## config.mk

```make
export PLATFORM = sky130hd
export DESIGN_NAME = adder_pipe
export DESIGN_NICKNAME = d
export VERILOG_FILES = /design/src/rtl/adder_pkg.sv /design/src/rtl/adder_slice.sv /design/src/rtl/adder_pipe.sv
export SDC_FILE = /design/constraint.sdc
export NUM_CORES = 1
export LEC_CHECK = 0
export ABC_AREA = 0
export BUFFER_PORTS_ARGS = -buffer_cell sky130_fd_sc_hd__buf_2
export CAP_MARGIN = 20
export CORE_ASPECT_RATIO = 2
export CORE_MARGIN = 2
export CORE_UTILIZATION = 60
export CTS_BUF_LIST = sky130_fd_sc_hd__clkbuf_8
export CTS_CLUSTER_SIZE = 16
export DETAILED_ROUTE_END_ITERATION = 7
export PLACE_DENSITY = 0.82
export SYNTH_ARGS = -nofsm -noshare
export SYNTH_HDL_FRONTEND = slang
export SYNTH_SLANG_ARGS = --single-unit
```

## constraint.sdc

```tcl
create_clock -name clk -period 3.43 [get_ports clk]
set_clock_uncertainty 0.1 [all_clocks]
set_input_delay 0.1715 -clock clk [delete_from_list [all_inputs] [get_ports clk]]
set_output_delay 0.1715 -clock clk [all_outputs]
set_load 0.05 [all_outputs]
```

## src/rtl/adder_pkg.sv

```systemverilog
// Shared definitions for the chunked pipelined adder: operation encodings,
// default geometry and small decode helpers.
package adder_pkg;

    localparam int DEF_WIDTH = 16;
    localparam int DEF_CHUNK = 4;

    typedef enum logic [1:0] {
        MODE_ADD  = 2'b00,
        MODE_SUB  = 2'b01,
        MODE_ADDS = 2'b10,
        MODE_SUBS = 2'b11
    } mode_e;

    // Bit 0 of the mode selects subtraction, bit 1 selects saturation.
    function automatic logic mode_is_sub(input logic [1:0] mode);
        return mode[0];
    endfunction

    function automatic logic mode_is_sat(input logic [1:0] mode);
        return mode[1];
    endfunction

    function automatic logic signed_ovf(input logic a_msb, input logic b_msb, input logic s_msb);
        return (a_msb == b_msb) && (s_msb != a_msb);
    endfunction

endpackage

```

## src/rtl/adder_slice.sv

```systemverilog
// One CHUNK-bit registered ripple slice: sum chunk and carry-out are captured
// on the rising edge whenever the pipeline advances.
module adder_slice
    import adder_pkg::*;
#(
    parameter int CHUNK = DEF_CHUNK
) (
    input  logic             clk,
    input  logic             i_en,
    input  logic [CHUNK-1:0] i_a,
    input  logic [CHUNK-1:0] i_b,
    input  logic             i_cin,
    output logic [CHUNK-1:0] o_sum,
    output logic             o_cout
);

    logic [CHUNK:0]   w_full;
    logic [CHUNK-1:0] r_sum;
    logic             r_cout;

    assign w_full = {1'b0, i_a} + {1'b0, i_b} + {{CHUNK{1'b0}}, i_cin};

    // Capture the chunk result; holds while the pipeline is stalled.
    always_ff @(posedge clk) begin
        if (i_en) begin
            r_sum  <= w_full[CHUNK-1:0];
            r_cout <= w_full[CHUNK];
        end else begin
            r_sum  <= r_sum;
            r_cout <= r_cout;
        end
    end

    assign o_sum  = r_sum;
    assign o_cout = r_cout;

endmodule

```

## src/rtl/adder_pipe.sv

```systemverilog
// Carry-pipelined add/sub with saturation: one CHUNK-bit slice per stage,
// skewed operands, valid-bit bubbles and a global stall from the output side.
module adder_pipe
    import adder_pkg::*;
#(
    parameter int WIDTH = DEF_WIDTH,
    parameter int CHUNK = DEF_CHUNK
) (
    input  logic             clk,
    input  logic             rst,
    input  logic             in_valid,
    output logic             in_ready,
    input  logic [WIDTH-1:0] in_a,
    input  logic [WIDTH-1:0] in_b,
    input  logic [1:0]       in_mode,
    output logic             out_valid,
    input  logic             out_ready,
    output logic [WIDTH-1:0] out_sum,
    output logic             out_carry,
    output logic             out_ovf
);

    localparam int SAFE_CHUNK = (CHUNK < 1) ? 1 : CHUNK;
    localparam int STAGES     = WIDTH / SAFE_CHUNK;
    localparam logic [WIDTH-1:0] LOW_MASK = WIDTH'({SAFE_CHUNK{1'b1}});

    if ((CHUNK < 1) || ((WIDTH % SAFE_CHUNK) != 0)) begin : g_bad_cfg
        $error("adder_pipe: WIDTH must be a positive multiple of CHUNK");
    end

    logic w_stall;
    logic w_adv;
    logic w_accept;

    // Stage k inputs: operands (B already inverted for subtraction), carry-in,
    // mode, valid and the lower chunks of the sum produced so far.
    logic [WIDTH-1:0] w_a_in     [STAGES];
    logic [WIDTH-1:0] w_b_in     [STAGES];
    logic [WIDTH-1:0] w_psum_in  [STAGES];
    logic [1:0]       w_mode_in  [STAGES];
    logic             w_v_in     [STAGES];
    logic             w_cin      [STAGES];

    logic [WIDTH-1:0] r_a        [STAGES];
    logic [WIDTH-1:0] r_b        [STAGES];
    logic [WIDTH-1:0] r_psum     [STAGES];
    logic [1:0]       r_mode     [STAGES];
    logic             r_v        [STAGES];

    logic [CHUNK-1:0] w_slice_sum  [STAGES];
    logic             w_slice_cout [STAGES];
    logic [WIDTH-1:0] w_psum_out   [STAGES];

    logic [WIDTH-1:0] w_result;
    logic             w_flag;
    logic             w_ovf;

    logic             r_out_valid;
    logic [WIDTH-1:0] r_out_sum;
    logic             r_out_carry;
    logic             r_out_ovf;

    assign w_stall  = r_out_valid && !out_ready;
    assign w_adv    = !w_stall;
    assign w_accept = in_valid && w_adv;
    assign in_ready = w_adv;

    for (genvar k = 0; k < STAGES; k++) begin : g_stage
        if (k == 0) begin : g_head
            assign w_a_in[k]    = in_a;
            assign w_b_in[k]    = mode_is_sub(in_mode) ? ~in_b : in_b;
            assign w_cin[k]     = mode_is_sub(in_mode);
            assign w_mode_in[k] = in_mode;
            assign w_v_in[k]    = w_accept;
            assign w_psum_in[k] = '0;
        end else begin : g_body
            assign w_a_in[k]    = r_a[k-1];
            assign w_b_in[k]    = r_b[k-1];
            assign w_cin[k]     = w_slice_cout[k-1];
            assign w_mode_in[k] = r_mode[k-1];
            assign w_v_in[k]    = r_v[k-1];
            assign w_psum_in[k] = w_psum_out[k-1];
        end

        adder_slice #(
            .CHUNK (CHUNK)
        ) u_slice (
            .clk    (clk),
            .i_en   (w_adv),
            .i_a    (w_a_in[k][k*CHUNK +: CHUNK]),
            .i_b    (w_b_in[k][k*CHUNK +: CHUNK]),
            .i_cin  (w_cin[k]),
            .o_sum  (w_slice_sum[k]),
            .o_cout (w_slice_cout[k])
        );

        // Merge this stage's freshly computed chunk into the skewed partial sum.
        assign w_psum_out[k] = (r_psum[k] & ~(LOW_MASK << (k*CHUNK)))
                             | (WIDTH'(w_slice_sum[k]) << (k*CHUNK));
    end

    // Skew registers travel alongside their slice; no reset needed on data.
    always_ff @(posedge clk) begin
        if (w_adv) begin
            for (int k = 0; k < STAGES; k++) begin
                r_a[k]    <= w_a_in[k];
                r_b[k]    <= w_b_in[k];
                r_psum[k] <= w_psum_in[k];
                r_mode[k] <= w_mode_in[k];
            end
        end else begin
            for (int k = 0; k < STAGES; k++) begin
                r_a[k]    <= r_a[k];
                r_b[k]    <= r_b[k];
                r_psum[k] <= r_psum[k];
                r_mode[k] <= r_mode[k];
            end
        end
    end

    // Final stage: raw carry/borrow, signed overflow and saturation.
    always_comb begin
        w_result = w_psum_out[STAGES-1];
        w_flag   = 1'b0;
        w_ovf    = 1'b0;
        if (mode_is_sub(r_mode[STAGES-1])) begin
            w_flag = ~w_slice_cout[STAGES-1];
        end else begin
            w_flag = w_slice_cout[STAGES-1];
        end
        w_ovf = signed_ovf(r_a[STAGES-1][WIDTH-1], r_b[STAGES-1][WIDTH-1],
                           w_psum_out[STAGES-1][WIDTH-1]);
        if (mode_is_sat(r_mode[STAGES-1]) && w_flag) begin
            w_result = mode_is_sub(r_mode[STAGES-1]) ? {WIDTH{1'b0}} : {WIDTH{1'b1}};
        end else begin
            w_result = w_psum_out[STAGES-1];
        end
    end

    // Valid chain and output registers; reset flushes every in-flight item.
    always_ff @(posedge clk) begin
        if (rst) begin
            for (int k = 0; k < STAGES; k++) begin
                r_v[k] <= 1'b0;
            end
            r_out_valid <= 1'b0;
            r_out_sum   <= '0;
            r_out_carry <= 1'b0;
            r_out_ovf   <= 1'b0;
        end else if (w_adv) begin
            for (int k = 0; k < STAGES; k++) begin
                r_v[k] <= w_v_in[k];
            end
            r_out_valid <= r_v[STAGES-1];
            if (r_v[STAGES-1]) begin
                r_out_sum   <= w_result;
                r_out_carry <= w_flag;
                r_out_ovf   <= w_ovf;
            end
        end
    end

    assign out_valid = r_out_valid;
    assign out_sum   = r_out_sum;
    assign out_carry = r_out_carry;
    assign out_ovf   = r_out_ovf;

endmodule

```

Yosys cells after proc, flatten, opt, wreduce, memory -nomap -nowiden
Memory sizes are Yosys's and may differ from the RTL's.
Index checks and enable logic that the tools add are counted.
{ "totals": {"reg_bits": 39, "ram_bits": 204, "input_bits": 38, "output_inout_bits": 20, "elab_cells": 91, "memories": 5} }
{ "op_classes": {"n_addsub": 8, "eq_ne": 2, "muxes": 30, "bitwise": 27, "reduce_logical": 7} }
{ "mem_list": {"columns": ["memory", "words", "width", "rd", "rd_clocked_by_memory_dff", "wr", "line", "rtl"], "rows": [
  ["r_a", 4, 16, 4, 0, 4, "adder_pipe.sv:44", "logic [WIDTH-1:0] r_a [STAGES];"],
  ["r_b", 4, 16, 4, 0, 4, "adder_pipe.sv:45", "logic [WIDTH-1:0] r_b [STAGES];"],
  ["r_psum", 4, 16, 4, 0, 4, "adder_pipe.sv:46", "logic [WIDTH-1:0] r_psum [STAGES];"],
  ["r_mode", 4, 2, 4, 0, 4, "adder_pipe.sv:47", "logic [1:0] r_mode [STAGES];"],
  ["r_v", 4, 1, 4, 0, 4, "adder_pipe.sv:48", "logic r_v [STAGES];"]
]} }
{ "op_table": {"columns": ["cell", "count"], "rows": [
  ["2-to-1 mux 16 bit", 15],
  ["adder 4 x 4 -> 5 bit", 4],
  ["adder 5 x 1 -> 5 bit", 4],
  ["bitwise OR 1 bit", 20],
  ["NOT 16 bit", 1],
  ["bitwise OR 12 x 16 -> 16 bit", 1],
  ["bitwise OR 16 x 12 -> 16 bit", 1],
  ["bitwise OR 16 x 4 -> 16 bit", 1],
  ["bitwise OR 16 x 8 -> 16 bit", 1],
  ["2-to-1 mux 1 bit", 11],
  ["2-to-1 mux 2 bit", 4],
  ["logical AND 1 bit", 4],
  ["logical NOT 1 bit", 2],
  ["NOT 1 bit", 2],
  ["AND reduction 2 bit", 1],
  ["equality test 1 bit", 1],
  ["inequality test 1 bit", 1]
]} }

Longest topological paths before layout
Gate-level depths: netlist of run 1.
{ "logic_depth": {"ltp_word": 6, "ltp_mapped": 7, "depth_no_buf": 6} }

Hierarchy
Synthesis of run 1 repeated with hierarchy kept, for this count alone.
{ "unflattened": {"hier_cells": 285, "area_unflattened_um2": 4869.7} }
{ "by_module_without_submodules": {"columns": ["mod", "n_inst", "cells_per_inst", "area_per_inst_um2", "seq_area_each_um2"], "rows": [
  ["adder_pipe", 1, 201, 3693.5, 2962.8],
  ["adder_slice", 4, 21, 294.0, 150.1]
]} }

Worst setup path before layout of run 1
OpenSTA, ideal clock, no wires.
{ "synth_timing": {"path_type": "register to register", "start": "register r_out_valid (netlist: out_valid), read port of r_v", "end": "register r_out_sum[10] (netlist: out_sum[10])", "setup_time_ps": 81, "arrival_ps": 2766, "required_ps": 3249, "setup_slack_ps": 484, "path_stages_with_launch": 8, "path_buffers": 2, "period_less_slack_ps": 2946, "path_cell_list": "dfxtp_1 > nor2b_4 > inv_2 > and2_4 > buf_6 > buf_6 > nor2_1 > a211oi_2"} }
{ "synth_between": {"elab_chain_len": 3} }
{ "synth_lines": {"columns": ["element", "line", "rtl"], "rows": [
  ["from (decl)", "adder_pipe.sv:58", "logic r_out_valid;"],
  ["logical AND 1 bit", "adder_pipe.sv:63", "assign w_stall = r_out_valid && !out_ready;"],
  ["NOT 1 bit (no source line)", null, null],
  ["AND reduction 2 bit (no source line)", null, null],
  ["to (signal assigned)", "adder_pipe.sv:156", "r_out_sum <= w_result;"],
  ["to (decl)", "adder_pipe.sv:59", "logic [WIDTH-1:0] r_out_sum;"]
]} }
Every way passes these cells.
A chain may end at the register's enable or synchronous reset.

Worst setup path in the final report of run 1
{ "layout_timing": {"start": "register r_out_valid (netlist: out_valid), read port of r_v", "end": "output in_ready"} }
{ "layout_between": {"elab_chain_len": 2} }
{ "layout_lines": {"columns": ["element", "line", "rtl"], "rows": [
  ["logical AND 1 bit", "adder_pipe.sv:63", null],
  ["logical NOT 1 bit", "adder_pipe.sv:64", "assign w_adv = !w_stall;"],
  ["to (decl)", "adder_pipe.sv:12", "output logic in_ready,"]
]} }
Every way passes these cells.

==> reports/metrics.yaml, run 1 <==
sta:
  slew_viol_final: 0
  slew_headroom: 0.613
  final-setup-viol-count: 0
  fin_crit_sh: 0.690
  post-route-min-period_ps: 2370
  setup_ws_ps: 1060
  hold_viol_final: 0
  rsz0062_at_grt: "no"
  max_slew.worst_pin.slew_ps: 581
  fin_tns_setup_ps: 0
  max_freq_ghz: 0.423
clock_tree:
  clkTransAtPathRegs_ps: 70
  cts_root_buffer: "clkbuf_8"
  cts_setup_buffers: 0
  cts_resized: 0
  cts_buffer_depth: 2
  clock_sinks: 125
  ctsHtreeMaxLevel: 4
  cts_tree: "built"
  clk_latency_ps: 420
  hold_buffers: 29
  cts-buffers-inserted: 17
logic_synthesis:
  syn_inst: 292
  netlist_area_um2: 4780
  postSynthAreaPerCell_um2: 16.4
  yosys_warnings: 0
  syn-num-nets: 349
  synth_cell_types: 29
  synth.area.top_cells: "edfxtp_1 67%, dfxtp_1 8.0%, ha_1 3.1%"
  yosys.area.top_type_share: 0.666
  ys_seq_elements: 125
  synth_seq_area_share: 0.745
  synth_top_cell_by_area: "edfxtp_1"
placed_design:
  place_worst_setup_slack_ps: 1460
  place.gp.congestion: 0.679
  dp_hpwl_mm: 4.44
  io_buffers: 57
detailed_routing:
  detail_route.wl_per_cell_um: 14.3
  routed-via-count: 2505
  initialDrtViolationCount: 111
  drc: 0
  routed_wl_mm: 7.15
  drt.antenna.violating_nets: 0
  dr.pass1.iters: 5
  vias_per_cell: 5.01
critical_path:
  rrSetupSlack_ps: 1480
  reg2reg_to: "out_sum[2]"
  worstSetupPathType: "reg -> out"
  ff2ff_path_depth: 5
  startpoint_type: "register"
  arrival_ps: 2100
  reg2reg_from: "out_valid"
  cp.required_ps: 3160
  setup.worst_path.end_class: "primary output"
  worst-path-max-fanout: 49
power:
  p_per_area_nw_per_um2: 612
  ir_drop_mv: 0.364
  leakage_nw: 2.41
cells_and_area:
  finish.utilization: 0.745
  fillCellCount: 488
  diodes: 0
  area_growth_pct: 21.9
  nets: 448
  drive_above_1_share: 0.257
grt:
  use_met3: 0.0681
  grt_overflow: 0
  grt_max_degree: 50
  grtUsageTotal: 0.188
  first_global_vias: 2637
  antenna_found_initial: 0
  grt_pass1_wl_mm: 11.6
  grt_busiest_layer: "met2"
  grt_util_met2: 0.338
  grt_use_met1: 0.182
die:
  io_pins: 58
  num_rows: 46
  die_h_um: 130
  die_w_um: 67.1
  start_util: 0.611
  die_area_um2: 8740
  core_area_um2: 7830
worst_hold_path:
  min_delay_path_depth: 3
  holdPathEnd: "g_stage[0].u_slice.o_cout"
  min_from: "in_a[3]"
  worstHoldPathType: "in -> reg"
run_status:
  status: "completed"
flow_run:
  max_cap_viol_count: 0
worst max-delay path, stage by stage (launching register included):
cell	delay [ps]
dfxtp_1	310
nor2b_4	140
inv_4	420
buf_4	440
buf_2	340
metrics by stage:
| stage | instances | hold WS [ps] | power (mW) | area, um2 |
|---|---|---|---|---|
| finish | 500 | 45.0 | 3.56 | 5830 |
| global route | 500 | 52.3 | 3.72 | 5830 |
| CTS | 500 | 9.62 | 3.59 | 5830 |
| detailed placement | 439 | 250 | 2.33 | 5150 |
| global placement | 439 | 248 | 2.28 | 5150 |
| floorplan | 292 | 170 | 2.22 | 4780 |
kinds of logic after synthesis:
logic type / synth area share
AO/OA/AOI/OAI: 0.0571
XOR/XNOR: 0.0458
adder cells (fa/ha/maj): 0.0607
buffers and inverters: 0.0314
flip-flops: 0.745
multiplexers: 0.00419
AND/OR/NAND/NOR: 0.0555
layout by cell type, fill, tap and decap left out, types with 2 or more instances in the layout:
master,Yosys,layout
edfxtp_1,106,106
buf_2,3,57
dlygate4sd3_1,0,29
inv_1,24,26
nor2_1,23,23
dfxtp_1,19,19
nand2_1,18,18
xor2_1,17,17
clkbuf_8,0,17
ha_1,12,12
a211oi_2,11,11
xnor2_1,8,8
fa_1,7,7
a211oi_1,6,6
a21oi_1,5,5
clkinv_2,0,5
nor2b_1,4,4
o21ai_0,4,4
nand2b_1,4,4
and2_1,4,4
clkinvlp_4,0,4
a21o_1,3,3
bufinv_16,0,3
mux2i_1,2,2
buf_4,0,2
power by group:
part / total [mW] / switching, mW / internal [mW] / leakage, nW
registers: 1.99 / 0.0707 / 1.92 / 1.28
clock network: 1.24 / 0.541 / 0.702 / 0.197
logic: 0.336 / 0.190 / 0.147 / 0.933
sequential cells by signal (all words and copies together) (netlist names), 4 cells and up:
signal                  count
r_psum                     24
r_a                        25
g_stage.u_slice.o_cout      4
r_mode                      8
out_sum                    16
r_v                         4
r_b                        25
g_stage.u_slice.o_sum      16
area by class of cell:
class | count | area, um2 | area share
tap | 96 | 120 | 0.0206
timing repair buffer | 88 | 591 | 0.101
clock buffer | 17 | 234 | 0.0401
multi-input combinational | 134 | 1070 | 0.183
sequential | 125 | 3560 | 0.611
clock inverter | 15 | 156 | 0.0268
inverter | 25 | 96.3 | 0.0165
cells in the mapped netlist (all sizes together):
| master | n |
|---|---|
| edfxtp | 106 |
| inv | 25 |
| nor2 | 23 |
| dfxtp | 19 |
| nand2 | 19 |
| a211oi | 17 |
| xor2 | 17 |
| ha | 12 |
| xnor2 | 8 |
| buf | 7 |
| fa | 7 |
| a21oi | 5 |
| and2 | 5 |
| nor2b | 5 |
| nand2b | 4 |
| o21ai | 4 |
| a21o | 3 |
| mux2i | 2 |
| clkbuf | 1 |
| o21a | 1 |
| o21bai | 1 |
| or2b | 1 |
worst max path at each step:
stage / start / to / slack [ps] / cells after the start
finish: out_valid / in_ready / 1060 / 4
global placement: out_valid / in_ready / 1560 / 4
floorplan: out_valid / out_sum[10] / 480 / 7
CTS: out_valid / in_ready / 1020 / 4
global route: out_valid / in_ready / 910 / 4
detailed placement: out_valid / out_sum[2] / 1460 / 5
layer usage:
metal	wire (um)	vias up
li1	-	1225
met1	2620	1191
met2	4090	77
met3	312	12
met4	126	0
met5	0	-
Note: power is estimated with default switching activity, not from simulation.
==> run 2: changes to the inputs <==
- clock period: 3.43 -> 2.3 ns (I/O delays scaled with it)
==> run 2 against run 1 <==
Flip-flop and latch count did not move. Sequential share of layout area rose by 0.26 points. Non-clock buffer count up 3. Setup slack worse by 740 ps. Final cell count up 0.60%. Cell area down 0.43%. Largest power group unchanged.
==> reports/metrics.yaml, run 2 (synthesis results as in run 1) <==
clock_tree:
  cts_root_buffer: "clkbuf_8"  # unchanged
  ctsHtreeMaxLevel: 4  # unchanged
  cts_resized: 0  # unchanged
  cts_buffer_depth: 2  # unchanged
  clock_sinks: 125  # unchanged
  cts-buffers-inserted: 17  # unchanged
  cts_tree: "built"  # unchanged
  clkTransAtPathRegs_ps: 70  # about the same
  clk_latency_ps: 410  # was 420 ps
  cts_setup_buffers: 0  # unchanged
detailed_routing:
  detail_route.wl_per_cell_um: 14.8  # was 14.3 um
  initialDrtViolationCount: 173  # was 111
  routed_wl_mm: 7.45  # was 7.15 mm
  vias_per_cell: 5.10  # was 5.01
  drt.antenna.violating_nets: 0  # unchanged
  dr.pass1.iters: 5  # unchanged
  routed-via-count: 2564  # was 2505
  drc: 0  # unchanged
grt:
  grtUsageTotal: 0.196  # was 0.188
  first_global_vias: 2691  # was 2637
  grt_pass1_wl_mm: 12.0  # was 11.6 mm
  grt_max_degree: 55  # was 50
  grt_overflow: 0  # unchanged
  antenna_found_initial: 0  # unchanged
sta:
  slew_headroom: 0.670  # was 0.613
  hold_viol_final: 0  # unchanged
  slew_viol_final: 0  # unchanged
  fin_crit_sh: 0.861
  max_slew.worst_pin.slew_ps: 495  # was 581 ps
  fin_tns_setup_ps: 0  # unchanged
  post-route-min-period_ps: 1980
  rsz0062_at_grt: "no"  # unchanged
  max_freq_ghz: 0.505
  final-setup-viol-count: 0  # unchanged
critical_path:
  crit_chain: "nor2b_4 > inv_6 > buf_4 > buf_2"  # was nor2b_4 > inv_4 > buf_4 > buf_2
  cp.required_ps: 2090  # was 3160 ps
  path_delay_family: "buffers and inverters"  # unchanged
  worst_path_max_delay_cell: "buf_4"  # unchanged
  critPathBufInv: 3  # unchanged
  startpoint_type: "register"  # unchanged
  slowest_delay_ps: 370  # was 440 ps
  worstSetupPathType: "reg -> out"  # unchanged
  setup.worst_path.end_class: "primary output"  # unchanged
  arrival_ps: 1770  # was 2100 ps
  worst-path-max-fanout: 27  # was 49
die:
  num_rows: 46  # unchanged
  die_h_um: 130  # unchanged
  io_pins: 58  # unchanged
  die_w_um: 67.1  # unchanged
  die_area_um2: 8740  # unchanged
  core_area_um2: 7830  # unchanged
  start_util: 0.611  # unchanged
cells_and_area:
  fillCellCount: 462  # was 488
  drive_above_1_share: 0.238  # was 0.257
  reg_top3: "r_a x25, r_b x25, r_psum x24"  # unchanged
  final_common_cell: "edfxtp_1"  # unchanged
  area_growth_pct: 21.4  # was 21.9%
  diodes: 0  # unchanged
  multi_input_area_um2: 1070  # unchanged
  mostFrequentLayoutCells: "106 x edfxtp_1, 57 x buf_2, 31 x dlygate4sd3_1"  # was 106 x edfxtp_1, 57 x buf_2, 29 x dlygate4sd3_1
  design_area_um2: 5800  # was 5830 um2
  finish.utilization: 0.741  # was 0.745
  seq_area_um2: 3560  # unchanged
  nets: 451  # was 448
placed_design:
  dp_hpwl_mm: 4.30  # was 4.44 mm
  place.gp.congestion: 0.695  # was 0.679
  place_area_um2: 5170  # was 5150 um2
  io_buffers: 57  # unchanged
power:
  ir_drop_mv: 0.611  # was 0.364 mV
  power_mw: 5.02  # was 3.56 mW
  p_per_area_nw_per_um2: 865  # was 612 nW/um2
  leakage_nw: 2.41  # about the same
run_status:
  status: "completed"  # unchanged
worst_hold_path:
  worstHoldPathType: "in -> reg"  # unchanged
flow_run:
  max_cap_viol_count: 0  # unchanged
run 2: cell count changes in the layout (fill, tap and decap cells not counted), sizes merged:
cell,before,now
bufinv,3,1
dlygate4sd3,29,31
buf,59,60
clkinvlp,4,1
clkinv,6,11
run 2: routing by layer:
metal  wire (um)  share of wire  up-vias  track usage
met5           0              0        -            0
met4         151          0.020        0        0.104
met3         328          0.044       15       0.0672
met2        4350           0.58       86        0.356
met1        2620           0.35     1230        0.187
li1            -              -     1233            -
run 2: cell type report:
cell class	instances	share of cell area
repair buffers	91	0.109
multi-input cells	134	0.184
flip-flops and latches	125	0.614
clock buffers	17	0.0403
clock inverters	15	0.0153
inverters	25	0.0170
well taps	96	0.0207
run 2: path summary, 6_finish.rpt:
kind                            slack, ps                 startpoint                        end  depth (start not counted)
worst min register to register        320                  r_b[0][8]                 r_b[0][24]                          0
worst max-delay path                  320                  out_valid                   in_ready                          4
worst min-delay path                   80                        rst                  out_carry                          2
worst max register to register        390  g_stage[1].u_slice.o_cout  g_stage[2].u_slice.o_cout                          6
run 2: per-stage QoR:
step                hold slack [ps]  instances  setup WS, ps
floorplan                       114        292           129
global placement                191        440           571
detailed placement              193        440           447
CTS                            47.2        503           282
global route                   66.3        503           203
finish                         83.0        503           320
run 2: where the power goes:
group,internal [mW],leakage [nW],switching (mW)
sequential,2.86,1.28,0.103
clock,0.804,0.169,0.738
combinational,0.222,0.957,0.294
run 2: repair_timing:
| action | CTS | global route |
|---|---|---|
| endpoints found under the hold margin | 29 | 0 |
| hold buffers | 31 | 0 |
| endpoints found under the setup margin | 0 | 0 |
==> run 3: changes to the inputs <==
- CORE_ASPECT_RATIO: 2 -> 0.75
==> run 3 against run 2 <==
Core utilization is 0.45 points higher. Count of clock-buffer cells in the layout unchanged. Fmax grew 7.3%. Global-route usage fell by 2.0 points. Largest power group unchanged. Combinational power decreased by 3%. Routed wire length is 9.8% lower. Critical endpoint unchanged. Critical path type unchanged.
==> reports/metrics.yaml, run 3 (synthesis results as in run 1) <==
sta:
  max_slew.worst_pin.slew_ps: 475  # was 495 ps
  rsz0062_at_grt: "no"  # unchanged
  setup_ws_ps: 454  # was 320 ps
  fin_crit_sh: 0.803  # was 0.861
  slew_headroom: 0.683  # was 0.670
  slew_viol_final: 0  # unchanged
  post-route-min-period_ps: 1850  # was 1980 ps
  hold_viol_final: 0  # unchanged
  final-setup-viol-count: 0  # unchanged
  fin_tns_setup_ps: 0  # unchanged
  max_freq_ghz: 0.542  # was 0.505 GHz
detailed_routing:
  vias_per_cell: 4.71  # was 5.10
  dr.pass1.iters: 4  # was 5
  routed-via-count: 2397  # was 2564
  detail_route.wl_per_cell_um: 13.2  # was 14.8 um
  drt.antenna.violating_nets: 0  # unchanged
  routed_wl_mm: 6.72  # was 7.45 mm
  initialDrtViolationCount: 111  # was 173
  drc: 0  # unchanged
placed_design:
  dp_hpwl_mm: 4.15  # was 4.30 mm
  io_buffers: 57  # unchanged
  place_worst_setup_slack_ps: 504  # was 447 ps
  place.gp.congestion: 0.722  # was 0.695
cells_and_area:
  reg_top3: "r_a x25, r_b x25, r_psum x24"  # unchanged
  drive_above_1_share: 0.245  # was 0.238
  nets: 450  # was 451
  final_common_cell: "edfxtp_1"  # unchanged
  fillCellCount: 484  # was 462
  finish.utilization: 0.746  # was 0.741
  mostFrequentLayoutCells: "106 x edfxtp_1, 57 x buf_2, 30 x dlygate4sd3_1"  # was 106 x edfxtp_1, 57 x buf_2, 31 x dlygate4sd3_1
  diodes: 0  # unchanged
  area_growth_pct: 21.9  # was 21.4%
clock_tree:
  cts_resized: 0  # unchanged
  clk_latency_ps: 410  # about the same
  cts-buffers-inserted: 17  # unchanged
  clkTransAtPathRegs_ps: 70  # about the same
  ctsHtreeMaxLevel: 4  # unchanged
  hold_buffers: 30  # was 31
  cts_buffer_depth: 2  # unchanged
  cts_setup_buffers: 0  # unchanged
  clock_sinks: 125  # unchanged
  cts_tree: "built"  # unchanged
  cts_root_buffer: "clkbuf_8"  # unchanged
power:
  leakage_nw: 2.41  # about the same
  internal_power_mw: 3.99  # was 3.88 mW
  clkPwrFrac: 0.325  # was 0.307
  p_per_area_nw_per_um2: 878  # was 865 nW/um2
  p_sw_frac: 0.219  # was 0.226
  p_comb_frac: 0.098  # was 0.103
  switching_power_mw: 1.12  # was 1.13 mW
  ir_drop_mv: 0.520  # was 0.611 mV
  seq_power_share: 0.578  # was 0.590
grt:
  grt_overflow: 0  # unchanged
  grt_pass1_wl_mm: 11.1  # was 12.0 mm
  grt_max_degree: 67  # was 55
  first_global_vias: 2376  # was 2691
  grtUsageTotal: 0.177  # was 0.196
  antenna_found_initial: 0  # unchanged
critical_path:
  worst_path_max_delay_cell: "buf_2"  # was buf_4
  crit_end: "in_ready"  # unchanged
  arrival_ps: 1630  # was 1770 ps
  critPathBufInv: 3  # unchanged
  ff2ff_path_depth: 6  # unchanged
  worstSetupPathType: "reg -> out"  # unchanged
  rrSetupSlack_ps: 460  # was 390 ps
  startpoint: "out_valid"  # unchanged
  path_delay_family: "buffers and inverters"  # unchanged
  crit_chain: "nor2b_4 > inv_6 > buf_12 > buf_2"  # was nor2b_4 > inv_6 > buf_4 > buf_2
  reg2reg_from: "g_stage[1].u_slice.o_cout"  # unchanged
  cp.required_ps: 2090  # about the same
  startpoint_type: "register"  # unchanged
  slowest_delay_ps: 330  # was 370 ps
  worst-path-max-fanout: 66  # was 27
  worst-path-stages: 4  # unchanged
  setup.worst_path.end_class: "primary output"  # unchanged
  reg2reg_to: "g_stage[2].u_slice.o_cout"  # unchanged
die:
  io_pins: 58  # unchanged
  core_area_um2: 7810  # was 7830 um2
  start_util: 0.612  # was 0.611
  num_rows: 28  # was 46
  die_area_um2: 8710  # was 8740 um2
  die_h_um: 81.3  # was 130 um
  die_w_um: 107  # was 67.1 um
flow_run:
  max_cap_viol_count: 0  # unchanged
worst_hold_path:
  worstHoldPathType: "in -> reg"  # unchanged
run_status:
  status: "completed"  # unchanged
-- run 3: cell type report --
cell class / instances / area [um2] / share of cell area
Sequential cell: 125 / 3560 / 0.612
Multi-Input combinational cell: 134 / 1070 / 0.183
Timing Repair Buffer: 90 / 621 / 0.107
Clock buffer: 17 / 234 / 0.0402
Tap cell: 105 / 131 / 0.0225
Clock inverter: 13 / 111 / 0.0191
Inverter: 25 / 98.8 / 0.0170
-- run 3: worst min path at each step --
stage	from	endpoint	slack, ps	depth (start not counted)
2_1_floorplan	in_a[10]	r_a[0][10]	110	0
3_3_place_gp	in_a[14]	r_a[0][14]	190	1
3_5_place_dp	in_a[15]	r_a[0][15]	190	1
4_1_cts	rst	out_carry	6	2
5_1_grt	rst	out_carry	20	2
6_report	rst	out_carry	30	2
-- run 3: per-stage QoR --
| step | total power [mW] | hold slack, ps | cells | area, um2 |
|---|---|---|---|---|
| global route | 5.37 | 21.1 | 509 | 5830 |
| detailed placement | 3.47 | 193 | 449 | 5180 |
| finish | 5.12 | 28.1 | 509 | 5830 |
| CTS | 5.16 | 5.70 | 509 | 5830 |
| floorplan | 3.31 | 114 | 292 | 4790 |
| global placement | 3.43 | 192 | 449 | 5180 |
-- run 3: power groups by stage --
stage	clock network [mW]	logic (mW)	registers, mW
2_1_floorplan	0	0.306	3.01
3_3_place_gp	0	0.434	2.99
3_5_place_dp	0	0.459	3.01
4_1_cts	1.70	0.501	2.96
5_1_grt	1.81	0.568	2.99
6_report	1.66	0.499	2.96
-- run 3: routing by layer --
layer  GRT usage  part of all wire
met1       0.221              0.46
met4      0.0883             0.014
met3      0.0642             0.045
met5           0                 0
met2       0.277              0.48
-- run 3: worst reg2reg max path: stages (launching register included) --
cell and delay (ps):
edfxtp_1 340, inv_1 60, fa_1 490, fa_1 430, nor2b_1 140, o21ai_0 90
nand2b_1 70
